$ cat config.mk
export PLATFORM = sky130hd
export DESIGN_NAME = i2c_slave_ctrl
export DESIGN_NICKNAME = d
export VERILOG_FILES = /design/src/rtl/i2c_slave_pkg.sv /design/src/rtl/i2c_line_sync.sv /design/src/rtl/i2c_slave_ctrl.sv
export SDC_FILE = /design/constraint.sdc
export NUM_CORES = 1
export LEC_CHECK = 0
export BUFFER_PORTS_ARGS = -buffer_cell sky130_fd_sc_hd__buf_4
export CORE_MARGIN = 5
export CORE_UTILIZATION = 45
export CTS_CLUSTER_SIZE = 30
export DETAILED_ROUTE_END_ITERATION = 12
export PLACE_DENSITY = 0.61
export SLEW_MARGIN = 15
export SYNTH_ARGS = -nofsm -noshare
export SYNTH_HDL_FRONTEND = slang
export SYNTH_SLANG_ARGS = --single-unit
$ cat constraint.sdc
create_clock -name clk -period 2.84 [get_ports clk]
set_input_delay 0.71 -clock clk [delete_from_list [all_inputs] [get_ports clk]]
set_output_delay 0.71 -clock clk [all_outputs]
set_load 0.03 [all_outputs]
$ cat src/rtl/i2c_slave_pkg.sv
// Shared types and constants for the I2C slave controller.
package i2c_slave_pkg;

  localparam int I2C_ADDR_W = 7;
  localparam int I2C_DATA_W = 8;

  localparam logic I2C_RW_WRITE = 1'b0;
  localparam logic I2C_RW_READ  = 1'b1;

  typedef enum logic [3:0] {
    I2C_IDLE      = 4'd0,
    I2C_ADDR      = 4'd1,
    I2C_ADDR_ACK  = 4'd2,
    I2C_PTR       = 4'd3,
    I2C_PTR_ACK   = 4'd4,
    I2C_WDATA     = 4'd5,
    I2C_WDATA_ACK = 4'd6,
    I2C_RDATA     = 4'd7,
    I2C_RDATA_ACK = 4'd8
  } i2c_state_t;

  // 2-of-3 majority vote used by the optional glitch filter.
  function automatic logic maj3(input logic [2:0] s);
    return (s[0] & s[1]) | (s[0] & s[2]) | (s[1] & s[2]);
  endfunction

endpackage

$ cat src/rtl/i2c_line_sync.sv
// SCL/SDA synchronizer, optional 3-sample majority glitch filter and
// bus-event pulse generation (SCL rise/fall, START, STOP).
// Optional feature macro: I2C_SLAVE_GLITCH_FILTER_EN.
module i2c_line_sync
  import i2c_slave_pkg::*;
#(
  parameter int SYNC_STAGES = 2
) (
  input  logic clk,
  input  logic rst_n,
  input  logic scl_i,
  input  logic sda_i,
  output logic sda,
  output logic scl_rise,
  output logic scl_fall,
  output logic start_det,
  output logic stop_det
);

  logic [SYNC_STAGES-1:0] scl_sync_q;
  logic [SYNC_STAGES-1:0] sda_sync_q;
  logic                   scl_lvl;
  logic                   sda_lvl;
  logic                   scl_d_q;
  logic                   sda_d_q;

  // Metastability synchronizer chains for both bus lines.
  // NOTE: these flops reset to 1 (idle bus level) so leaving reset on a quiet
  // bus never looks like an SDA/SCL edge, START or STOP.
  always_ff @(posedge clk or negedge rst_n) begin
    if (!rst_n) begin
      scl_sync_q <= '1;
      sda_sync_q <= '1;
    end else begin
      scl_sync_q <= {scl_sync_q[SYNC_STAGES-2:0], scl_i};
      sda_sync_q <= {sda_sync_q[SYNC_STAGES-2:0], sda_i};
    end
  end

`ifdef I2C_SLAVE_GLITCH_FILTER_EN
  logic [2:0] scl_hist_q;
  logic [2:0] sda_hist_q;
  logic       scl_filt_q;
  logic       sda_filt_q;

  // Three-sample history plus registered majority: single-clock pulses vanish.
  always_ff @(posedge clk or negedge rst_n) begin
    if (!rst_n) begin
      scl_hist_q <= '1;
      sda_hist_q <= '1;
      scl_filt_q <= 1'b1;
      sda_filt_q <= 1'b1;
    end else begin
      scl_hist_q <= {scl_hist_q[1:0], scl_sync_q[SYNC_STAGES-1]};
      sda_hist_q <= {sda_hist_q[1:0], sda_sync_q[SYNC_STAGES-1]};
      scl_filt_q <= maj3(scl_hist_q);
      sda_filt_q <= maj3(sda_hist_q);
    end
  end

  assign scl_lvl = scl_filt_q;
  assign sda_lvl = sda_filt_q;
`else
  assign scl_lvl = scl_sync_q[SYNC_STAGES-1];
  assign sda_lvl = sda_sync_q[SYNC_STAGES-1];
`endif

  // Previous-level registers used for edge detection.
  always_ff @(posedge clk or negedge rst_n) begin
    if (!rst_n) begin
      scl_d_q <= 1'b1;
      sda_d_q <= 1'b1;
    end else begin
      scl_d_q <= scl_lvl;
      sda_d_q <= sda_lvl;
    end
  end

  assign sda       = sda_lvl;
  assign scl_rise  =  scl_lvl & ~scl_d_q;
  assign scl_fall  = ~scl_lvl &  scl_d_q;
  // SCL must be high in both samples so a START/STOP never coincides with an SCL edge.
  assign start_det =  scl_lvl &  scl_d_q & ~sda_lvl &  sda_d_q;
  assign stop_det  =  scl_lvl &  scl_d_q &  sda_lvl & ~sda_d_q;

endmodule

$ cat src/rtl/i2c_slave_ctrl.sv
// I2C slave controller: address match, register-pointer write, data writes
// and auto-incrementing reads with a one-cycle strobe register-file interface.
// Optional feature macro (handled in i2c_line_sync): I2C_SLAVE_GLITCH_FILTER_EN.
module i2c_slave_ctrl
  import i2c_slave_pkg::*;
#(
  parameter logic [I2C_ADDR_W-1:0] SLAVE_ADDR  = 7'h29,
  parameter int                    SYNC_STAGES = 2
) (
  input  logic                  clk,
  input  logic                  rst_n,
  input  logic                  scl_i,
  input  logic                  sda_i,
  output logic                  sda_oe,
  output logic [I2C_DATA_W-1:0] reg_addr,
  output logic [I2C_DATA_W-1:0] reg_wdata,
  output logic                  reg_wr,
  output logic                  reg_rd,
  input  logic [I2C_DATA_W-1:0] reg_rdata,
  output logic                  busy
);

  localparam logic [3:0] ST_IDLE      = I2C_IDLE;
  localparam logic [3:0] ST_ADDR      = I2C_ADDR;
  localparam logic [3:0] ST_ADDR_ACK  = I2C_ADDR_ACK;
  localparam logic [3:0] ST_PTR       = I2C_PTR;
  localparam logic [3:0] ST_PTR_ACK   = I2C_PTR_ACK;
  localparam logic [3:0] ST_WDATA     = I2C_WDATA;
  localparam logic [3:0] ST_WDATA_ACK = I2C_WDATA_ACK;
  localparam logic [3:0] ST_RDATA     = I2C_RDATA;
  localparam logic [3:0] ST_RDATA_ACK = I2C_RDATA_ACK;

  logic                  sda_lvl;
  logic                  scl_rise;
  logic                  scl_fall;
  logic                  start_det;
  logic                  stop_det;

  logic [3:0]            state_q;
  logic [2:0]            bit_cnt_q;
  logic                  byte_done_q;
  logic [I2C_DATA_W-1:0] shift_q;
  logic                  rw_q;
  logic                  mack_q;
  logic                  sda_oe_q;
  logic [I2C_DATA_W-1:0] reg_addr_q;
  logic [I2C_DATA_W-1:0] reg_wdata_q;
  logic                  reg_wr_q;
  logic                  busy_q;
  logic                  rd_load;
  logic [I2C_DATA_W-1:0] rx_byte;

  i2c_line_sync #(
    .SYNC_STAGES (SYNC_STAGES)
  ) u_line_sync (
    .clk       (clk),
    .rst_n     (rst_n),
    .scl_i     (scl_i),
    .sda_i     (sda_i),
    .sda       (sda_lvl),
    .scl_rise  (scl_rise),
    .scl_fall  (scl_fall),
    .start_det (start_det),
    .stop_det  (stop_det)
  );

  assign rx_byte = {shift_q[I2C_DATA_W-2:0], sda_lvl};

  // Read strobe: fires on the SCL fall that ends ADDR_ACK (read) or an ACKed read byte.
  // NOTE: every variable driven here gets a default first, so no latch is inferred.
  always_comb begin
    rd_load = 1'b0;
    if (scl_fall) begin
      if (state_q == ST_ADDR_ACK && rw_q == I2C_RW_READ) rd_load = 1'b1;
      if (state_q == ST_RDATA_ACK && mack_q)             rd_load = 1'b1;
    end
  end

  // Protocol FSM, shift register, register pointer and strobes.
  // NOTE: all state here uses non-blocking assignments so every flop sees
  // pre-edge values regardless of statement order.
  always_ff @(posedge clk or negedge rst_n) begin
    if (!rst_n) begin
      state_q     <= ST_IDLE;
      bit_cnt_q   <= '0;
      byte_done_q <= 1'b0;
      shift_q     <= '0;
      rw_q        <= I2C_RW_WRITE;
      mack_q      <= 1'b0;
      sda_oe_q    <= 1'b0;
      reg_addr_q  <= '0;
      reg_wdata_q <= '0;
      reg_wr_q    <= 1'b0;
      busy_q      <= 1'b0;
    end else begin
      reg_wr_q <= 1'b0;
      if (stop_det) begin
        state_q     <= ST_IDLE;
        sda_oe_q    <= 1'b0;
        busy_q      <= 1'b0;
        byte_done_q <= 1'b0;
      end else if (start_det) begin
        state_q     <= ST_ADDR;
        bit_cnt_q   <= '0;
        byte_done_q <= 1'b0;
        sda_oe_q    <= 1'b0;
      end else begin
        case (state_q)
          ST_ADDR, ST_PTR, ST_WDATA: begin
            if (scl_rise && !byte_done_q) begin
              shift_q   <= rx_byte;
              bit_cnt_q <= bit_cnt_q + 3'd1;
              if (bit_cnt_q == 3'd7) begin
                byte_done_q <= 1'b1;
                if (state_q == ST_ADDR) begin
                  if (rx_byte[I2C_DATA_W-1:1] == SLAVE_ADDR) begin
                    rw_q   <= rx_byte[0];
                    busy_q <= 1'b1;
                  end else begin
                    // Not our address: go deaf until the next START.
                    state_q     <= ST_IDLE;
                    byte_done_q <= 1'b0;
                    busy_q      <= 1'b0;
                  end
                end else if (state_q == ST_PTR) begin
                  reg_addr_q <= rx_byte;
                end else begin
                  reg_wdata_q <= rx_byte;
                  reg_wr_q    <= 1'b1;
                end
              end
            end else if (scl_fall && byte_done_q) begin
              // Byte complete and SCL now low: drive ACK for the ninth clock.
              byte_done_q <= 1'b0;
              sda_oe_q    <= 1'b1;
              state_q     <= (state_q == ST_ADDR) ? ST_ADDR_ACK :
                             (state_q == ST_PTR)  ? ST_PTR_ACK  : ST_WDATA_ACK;
            end
          end

          ST_ADDR_ACK: begin
            if (scl_fall) begin
              bit_cnt_q <= '0;
              if (rd_load) begin
                shift_q  <= reg_rdata;
                sda_oe_q <= ~reg_rdata[I2C_DATA_W-1];
                state_q  <= ST_RDATA;
              end else begin
                sda_oe_q <= 1'b0;
                state_q  <= ST_PTR;
              end
            end
          end

          ST_PTR_ACK: begin
            if (scl_fall) begin
              bit_cnt_q <= '0;
              sda_oe_q  <= 1'b0;
              state_q   <= ST_WDATA;
            end
          end

          ST_WDATA_ACK: begin
            if (scl_fall) begin
              bit_cnt_q  <= '0;
              sda_oe_q   <= 1'b0;
              reg_addr_q <= reg_addr_q + 8'd1;
              state_q    <= ST_WDATA;
            end
          end

          ST_RDATA: begin
            if (scl_rise) begin
              bit_cnt_q <= bit_cnt_q + 3'd1;
              if (bit_cnt_q == 3'd7) byte_done_q <= 1'b1;
            end else if (scl_fall) begin
              if (byte_done_q) begin
                // Release SDA so the master can drive its ACK/NACK.
                byte_done_q <= 1'b0;
                sda_oe_q    <= 1'b0;
                state_q     <= ST_RDATA_ACK;
              end else begin
                shift_q  <= {shift_q[I2C_DATA_W-2:0], 1'b0};
                sda_oe_q <= ~shift_q[I2C_DATA_W-2];
              end
            end
          end

          ST_RDATA_ACK: begin
            if (scl_rise) begin
              mack_q <= ~sda_lvl;
              // Advance the pointer before the next read strobe on the following fall.
              if (!sda_lvl) reg_addr_q <= reg_addr_q + 8'd1;
            end else if (scl_fall) begin
              bit_cnt_q <= '0;
              if (rd_load) begin
                shift_q  <= reg_rdata;
                sda_oe_q <= ~reg_rdata[I2C_DATA_W-1];
                state_q  <= ST_RDATA;
              end else begin
                sda_oe_q <= 1'b0;
                busy_q   <= 1'b0;
                state_q  <= ST_IDLE;
              end
            end
          end

          default: ;
        endcase
      end
    end
  end

  assign sda_oe    = sda_oe_q;
  assign reg_addr  = reg_addr_q;
  assign reg_wdata = reg_wdata_q;
  assign reg_wr    = reg_wr_q;
  assign reg_rd    = rd_load;
  assign busy      = busy_q;

endmodule
Word-level counts from Yosys, hierarchy flattened
Index checks and enable logic that the tools add are counted.
Cells by class
  add/subtract/negate cells: 2
  $mul: 0
  divide/modulo/power cells: 0
  magnitude comparators: 0
  equal/unequal tests: 46
  shifts and indexed selects: 0
  multiplexer cells: 82
  bitwise logic cells: 17
  reduce and logical (&&, ||, !) cells: 24
Operator list (number)
  2-to-1 mux 8 bit: 14
  2-to-1 mux 4 bit: 14
  2-to-1 mux 1 bit: 38
  inequality test 4 bit, second input constant: 8
  one-hot mux 8 bit (4 select lines): 1
  inequality test 5 bit, second input constant: 6
  inequality test 3 bit, second input constant: 9
  2-to-1 mux 3 bit: 8
  one-hot mux 8 bit (3 select lines): 1
  inequality test 2 bit, second input constant: 11
  AND reduction 7 bit: 3
  one-hot mux 4 bit (5 select lines): 1
  equality test 4 x 3 -> 1 bit, second input constant: 4
  AND reduction 8 bit: 2
  one-hot mux 3 bit (4 select lines): 1
  AND reduction 12 bit: 1
  inverter 1 bit: 10
  AND reduction 10 bit: 1
  AND reduction 5 bit: 2
  adder 8 x 1 -> 8 bit, second input constant: 1
  equality test 4 x 2 -> 1 bit, second input constant: 2
  nonzero test 4 bit: 2
  bitwise AND 1 bit: 7
  equality test 7 x 6 -> 1 bit, second input constant: 1
  other kinds (17): 23
Storage, ports and cells
  register bits: 43
  latch bits: 0
  bits in writable memories: 0
  ROM bits: 0
  input port bits: 12
  output and inout port bits: 20
  word-level logic and storage cells: 186
  memories kept: 0

Depth between registers and ports, before layout
  depth after elaboration: 11
  depth in mapped cells: 9
  mapped depth without buffers: 8

Hierarchy
Synthesis repeated with hierarchy kept, for this count alone.
Unflattened totals
  cells, all modules: 256
  area, all modules: 2481.1 sq um
By module, submodules not included
  i2c_slave_ctrl: instances 1, cells each 246, area each 2290.9 sq um, sequential area each 900.9 sq um
  i2c_line_sync: instances 1, cells each 10, area each 190.2 sq um, sequential area each 157.7 sq um

Worst setup path before layout
Ideal clock, no wire load.
  kind: reg-to-reg
  start point: reg u_line_sync.scl_sync_q[1]
  end point: reg reg_wdata_q[0] (netlist: reg_wdata[0])
  library setup time: 0.125 ns
  data arrival time: 2.012 ns
  data required time: 2.715 ns
  path slack: 0.703 ns
  stages on the path, launching flop included: 7
  path buffers: 1
  period minus slack after synthesis: 2.137 ns
  cells stage by stage: dfstp_2 -> ha_1 -> clkbuf_2 -> nand3b_1 -> or3_4 -> nor3_4 -> mux2_2
On the way
  longest elaborated chain between the ends: 5
  elaborated cells between the ends (all ways): 10
  those cells by class: bitwise: 8; reduce/logical: 2
Ends and longest elaborated chain
  start, declared: RTL line i2c_line_sync.sv:20  | logic [SYNC_STAGES-1:0] scl_sync_q;
  start signal, assigned: RTL line i2c_line_sync.sv:35  | scl_sync_q <= {scl_sync_q[SYNC_STAGES-2:0], scl_i};
  bitwise AND 1 bit: RTL line i2c_line_sync.sv:83, i2c_line_sync.sv:84
  bitwise AND 1 bit (on tied branches) (2 in a row): RTL line i2c_line_sync.sv:83, i2c_line_sync.sv:84
  inverter 1 bit (no source line)
  AND reduction 7 bit (no source line) (*)
  end signal, assigned: RTL line i2c_slave_ctrl.sv:128  | reg_wdata_q <= rx_byte;
  end, declared: RTL line i2c_slave_ctrl.sv:47  | logic [I2C_DATA_W-1:0] reg_wdata_q;
Mark *: on every way between the ends. The rest lies on a longest branch, timed or not.
A chain may end at the register's enable or synchronous reset.

Worst setup path after layout
  start point: reg u_line_sync.scl_d_q
  end point: out reg_rd
On the way
  longest elaborated chain between the ends: 2
Ends and longest elaborated chain
  start, declared: RTL line i2c_line_sync.sv:24  | logic scl_d_q;
  start signal, assigned: RTL line i2c_line_sync.sv:74  | scl_d_q <= scl_lvl;
  bitwise AND 1 bit: RTL line i2c_line_sync.sv:81  | assign scl_fall = ~scl_lvl & scl_d_q;
  2-to-1 mux 1 bit: RTL line i2c_slave_ctrl.sv:73  | if (scl_fall) begin
  end, declared: RTL line i2c_slave_ctrl.sv:18  | output logic reg_rd,
Every way passes these cells.

==> results.py <==
metrics = {
    "outcome": {
        "status": "completed",
    },
    "power": {
        "p_total_uw": 3110,
        "p_switching_uw": 1470,
        "pwr-share-seq_pct": 34.4,
        "switching_share_pct": 47.3,
        "power_frac_clock_pct": 12.7,
        "comb_power_share_pct": 52.9,
        "internal_power_uw": 1640,
        "irDropWorstVdd_mv": 0.428,
        "leakage_uw": 0.00138,
        "power_density_mw_per_mm2": 1000,
    },
    "cells_and_area": {
        "syn_to_final_growth_pct": 14.9,
        "final_cell_mix": "buf_4, dfrtp_1, nand2_1",
        "fin_cells": 398,
        "drive_gt1_share_pct": 24.8,
        "fin_nets": 340,
        "fillers": 537,
        "num_antenna_cells": 0,
        "layout_commonest_cell": "buf_4",
    },
    "sta": {
        "maxSlewHeadroom_pct": 58.8,
        "rsz0062_at_grt": "no",
        "max_freq_mhz": 371,
        "hold_violations": 0,
        "tightest_slew_ns": 0.619,
        "fin_setup_tns_ns": 0,
        "final.period_utilization_pct": 95.0,
        "skew_ns": 0.00945,
        "layout_min_cycle_time_ns": 2.70,
        "setup_viol": 0,
        "slew_violations": 0,
    },
    "synth": {
        "syn_nets": 310,
        "netlist_instances": 292,
        "yosys_warnings": 0,
        "synth_top_family_by_area": "compound AO/OA/AOI/OAI gates",
        "synthMuxAreaShare_pct": 9.04,
        "synthSimpleGateAreaFrac_pct": 20.1,
        "synthXorXnorAreaFrac_pct": 0.973,
        "yosysTopAreaCell": "dfrtp_1",
        "synth_seq_cells": 42,
        "synth-adder-area-share_pct": 2.78,
        "yosys-top-cells-area": "dfrtp_1, dfstp_2, mux2_2",
        "synth-seq-area-share_pct": 39.2,
        "syn_area_per_cell_um2": 9.25,
        "synth.distinct_cells": 61,
        "synth_area_mm2": 0.00270,
        "synth_compound_area_share_pct": 21.9,
        "synth_ff_type": "dfrtp_1",
        "synth_edf_count": 0,
        "synth_top_cell_area_share_pct": 33.4,
        "synthArstFlopShare_pct": 100,
    },
    "cts": {
        "cts.sinks": 42,
        "cts_resized": 0,
        "cts_tree": "yes",
        "cts.hold.buffers_added": 0,
        "clkTransAtPathRegs_ns": 0.09,
        "numCtsBuffers": 5,
        "h-tree-depth": 2,
        "cts_buffer_depth": 2,
        "cts-root-buf": "clkbuf_8",
        "clk_latency_ns": 0.30,
        "cts_setup_buffers": 0,
    },
    "grt": {
        "grt_usage_pct": 19.1,
        "grt_start_max_net_pins": 43,
        "met3_usage_pct": 4.16,
        "top_usage_layer": "met1",
        "antenna_found_initial": 0,
        "grt_pass1_vias": 2262,
        "grt_overflow": 0,
        "grtUsageMet2_pct": 28.1,
        "grt_pass1_wl_um": 11600,
        "met1_usage_pct": 28.2,
    },
    "detailed_routing": {
        "dr.pass1.iters": 5,
        "final_antenna_net_count": 0,
        "wire_per_inst_um": 17.1,
        "routed_wl_um": 6820,
        "via_count": 2402,
        "drc": 0,
        "drt_iter0_drc": 365,
        "viasPerCell": 6.04,
    },
    "critical_path": {
        "cp_cell_sequence": "ha_2, nor3b_1, o21ai_0, inv_1, buf_4",
        "cp.required_ns": 2.13,
        "start_kind": "flop",
        "path_class": "reg2out",
        "critPathArrivalTime_ns": 1.99,
        "cpPeakStageDelay_ns": 0.56,
        "crit_path_max_fanout": 13,
        "crit_path_end_kind": "primary output",
        "cp_slowest_cell": "dfstp_2",
    },
    "placed_design": {
        "dp_hpwl_um": 4860,
        "place_congestion": 0.975,
        "place_inst": 390,
        "port_buffers": 31,
    },
    "die": {
        "placementRows": 28,
        "io-pin-count": 32,
        "die_area_mm2": 0.00765,
        "die_h_um": 87.5,
        "initial_utilization_pct": 45.9,
        "die_w_um": 87.5,
        "coreArea_mm2": 0.00589,
    },
    "flow_run": {
        "max-cap-violations": 0,
    },
    "hold_path": {
        "hp-class": "reg2reg",
    },
}
## per-layer routing
layer / wire length [um] / vias to the layer above
met5: 0 / -
met4: 114 / 0
met3: 442 / 14
met2: 3050 / 104
met1: 3210 / 1133
li1: - / 1151
## worst max-delay path, delay by kind of cell, from the launching register on
kind	cells	cell delay (ns)
AOI/OAI and AO/OA	1	0.17
adders and majority gates	1	0.33
buffers and inverters	2	0.37
DFF	1	0.56
and+or+nand+nor	1	0.26
## registers in the layout (all words and copies together) (netlist names)
name,flops
u_line_sync.sda_sync_q,2
mack_q,1
byte_done_q,1
reg_addr,8
u_line_sync.scl_d_q,1
shift_q,7
u_line_sync.scl_sync_q,2
u_line_sync.sda_d_q,1
reg_wr,1
busy,1
bit_cnt_q,3
rw_q,1
reg_wdata,8
state_q,4
sda_oe,1
## final timing paths
check | slack [ns] | start | end | depth (start not counted)
max in group asynchronous | 2.07 | rst_n | u_line_sync.sda_d_q | 1
hold / removal | 0.36 | u_line_sync.scl_sync_q[0] | u_line_sync.scl_sync_q[1] | 0
min in group asynchronous | 0.38 | rst_n | mack_q | 1
setup / recovery | 0.14 | u_line_sync.scl_d_q | reg_rd | 5
hold reg to reg | 0.36 | u_line_sync.scl_sync_q[0] | u_line_sync.scl_sync_q[1] | 0
setup reg to reg | 0.29 | u_line_sync.scl_sync_q[1] | reg_wdata[0] | 5
## cells by family (layout without fill, tap and decap cells)
logic type | after synthesis | count (layout)
adder cells (fa/ha/maj) | 6 | 6
AND/OR/NAND/NOR | 97 | 97
XOR/XNOR | 3 | 3
multiplexers | 23 | 23
flip-flops | 42 | 42
AO/OA/AOI/OAI | 86 | 86
buffers and inverters | 35 | 66
## power by group through the flow
stage / Clock [uW] / Sequential, uW / Combinational (uW)
final: 396 / 1070 / 1650
after detailed placement: 0 / 1070 / 1620
after floorplan: 0 / 1050 / 1180
after CTS: 410 / 1060 / 1630
after global placement: 0 / 1070 / 1620
after global routing: 437 / 1110 / 1820
## through the flow
stage          hold WS (ns)  util (%)  setup slack [ns]  area [um2]
4_1_cts               0.360      52.6            0.0341        3090
6_report              0.359      52.7             0.143        3100
3_3_place_gp          0.346      51.1             0.287        3010
5_1_grt               0.364      52.7            0.0259        3100
2_1_floorplan         0.345         -             0.703        2700
3_5_place_dp          0.347      51.1             0.224        3010
## cell type report
cell class                      instances  area [um2]  area share (%)
Clock buffer                            5        68.8            2.22
Timing Repair Buffer                   42         315            10.2
Multi-Input combinational cell        215        1490            47.9
Sequential cell                        42        1060            34.1
Tap cell                               75        93.8            3.03
Clock inverter                          3        18.8           0.605
Inverter                               16        60.1            1.94
## synth_stat cells, types with 2 or more instances
cell / instances
and2_1: 2
o21ai_0: 22
nand3_1: 7
xor2_1: 2
buf_2: 13
nor3_1: 8
a31oi_1: 5
o211ai_1: 5
nor3b_1: 3
ha_1: 6
nor4_1: 3
nand4_1: 2
nand3b_1: 3
a211oi_1: 4
a21oi_1: 14
buf_4: 2
o21bai_1: 2
a2bb2oi_1: 6
clkbuf_1: 2
inv_1: 16
and3_1: 4
nand2b_1: 5
dfstp_2: 6
dfrtp_1: 36
nor2_1: 14
nand2_1: 26
nor4b_1: 2
a41oi_1: 2
o221ai_1: 3
o22ai_1: 4
and3b_1: 4
or2_2: 2
a32oi_1: 4
nor2b_1: 4
mux2i_1: 12
a211o_1: 2
mux2_2: 11
(Power assumes the default switching activity.)
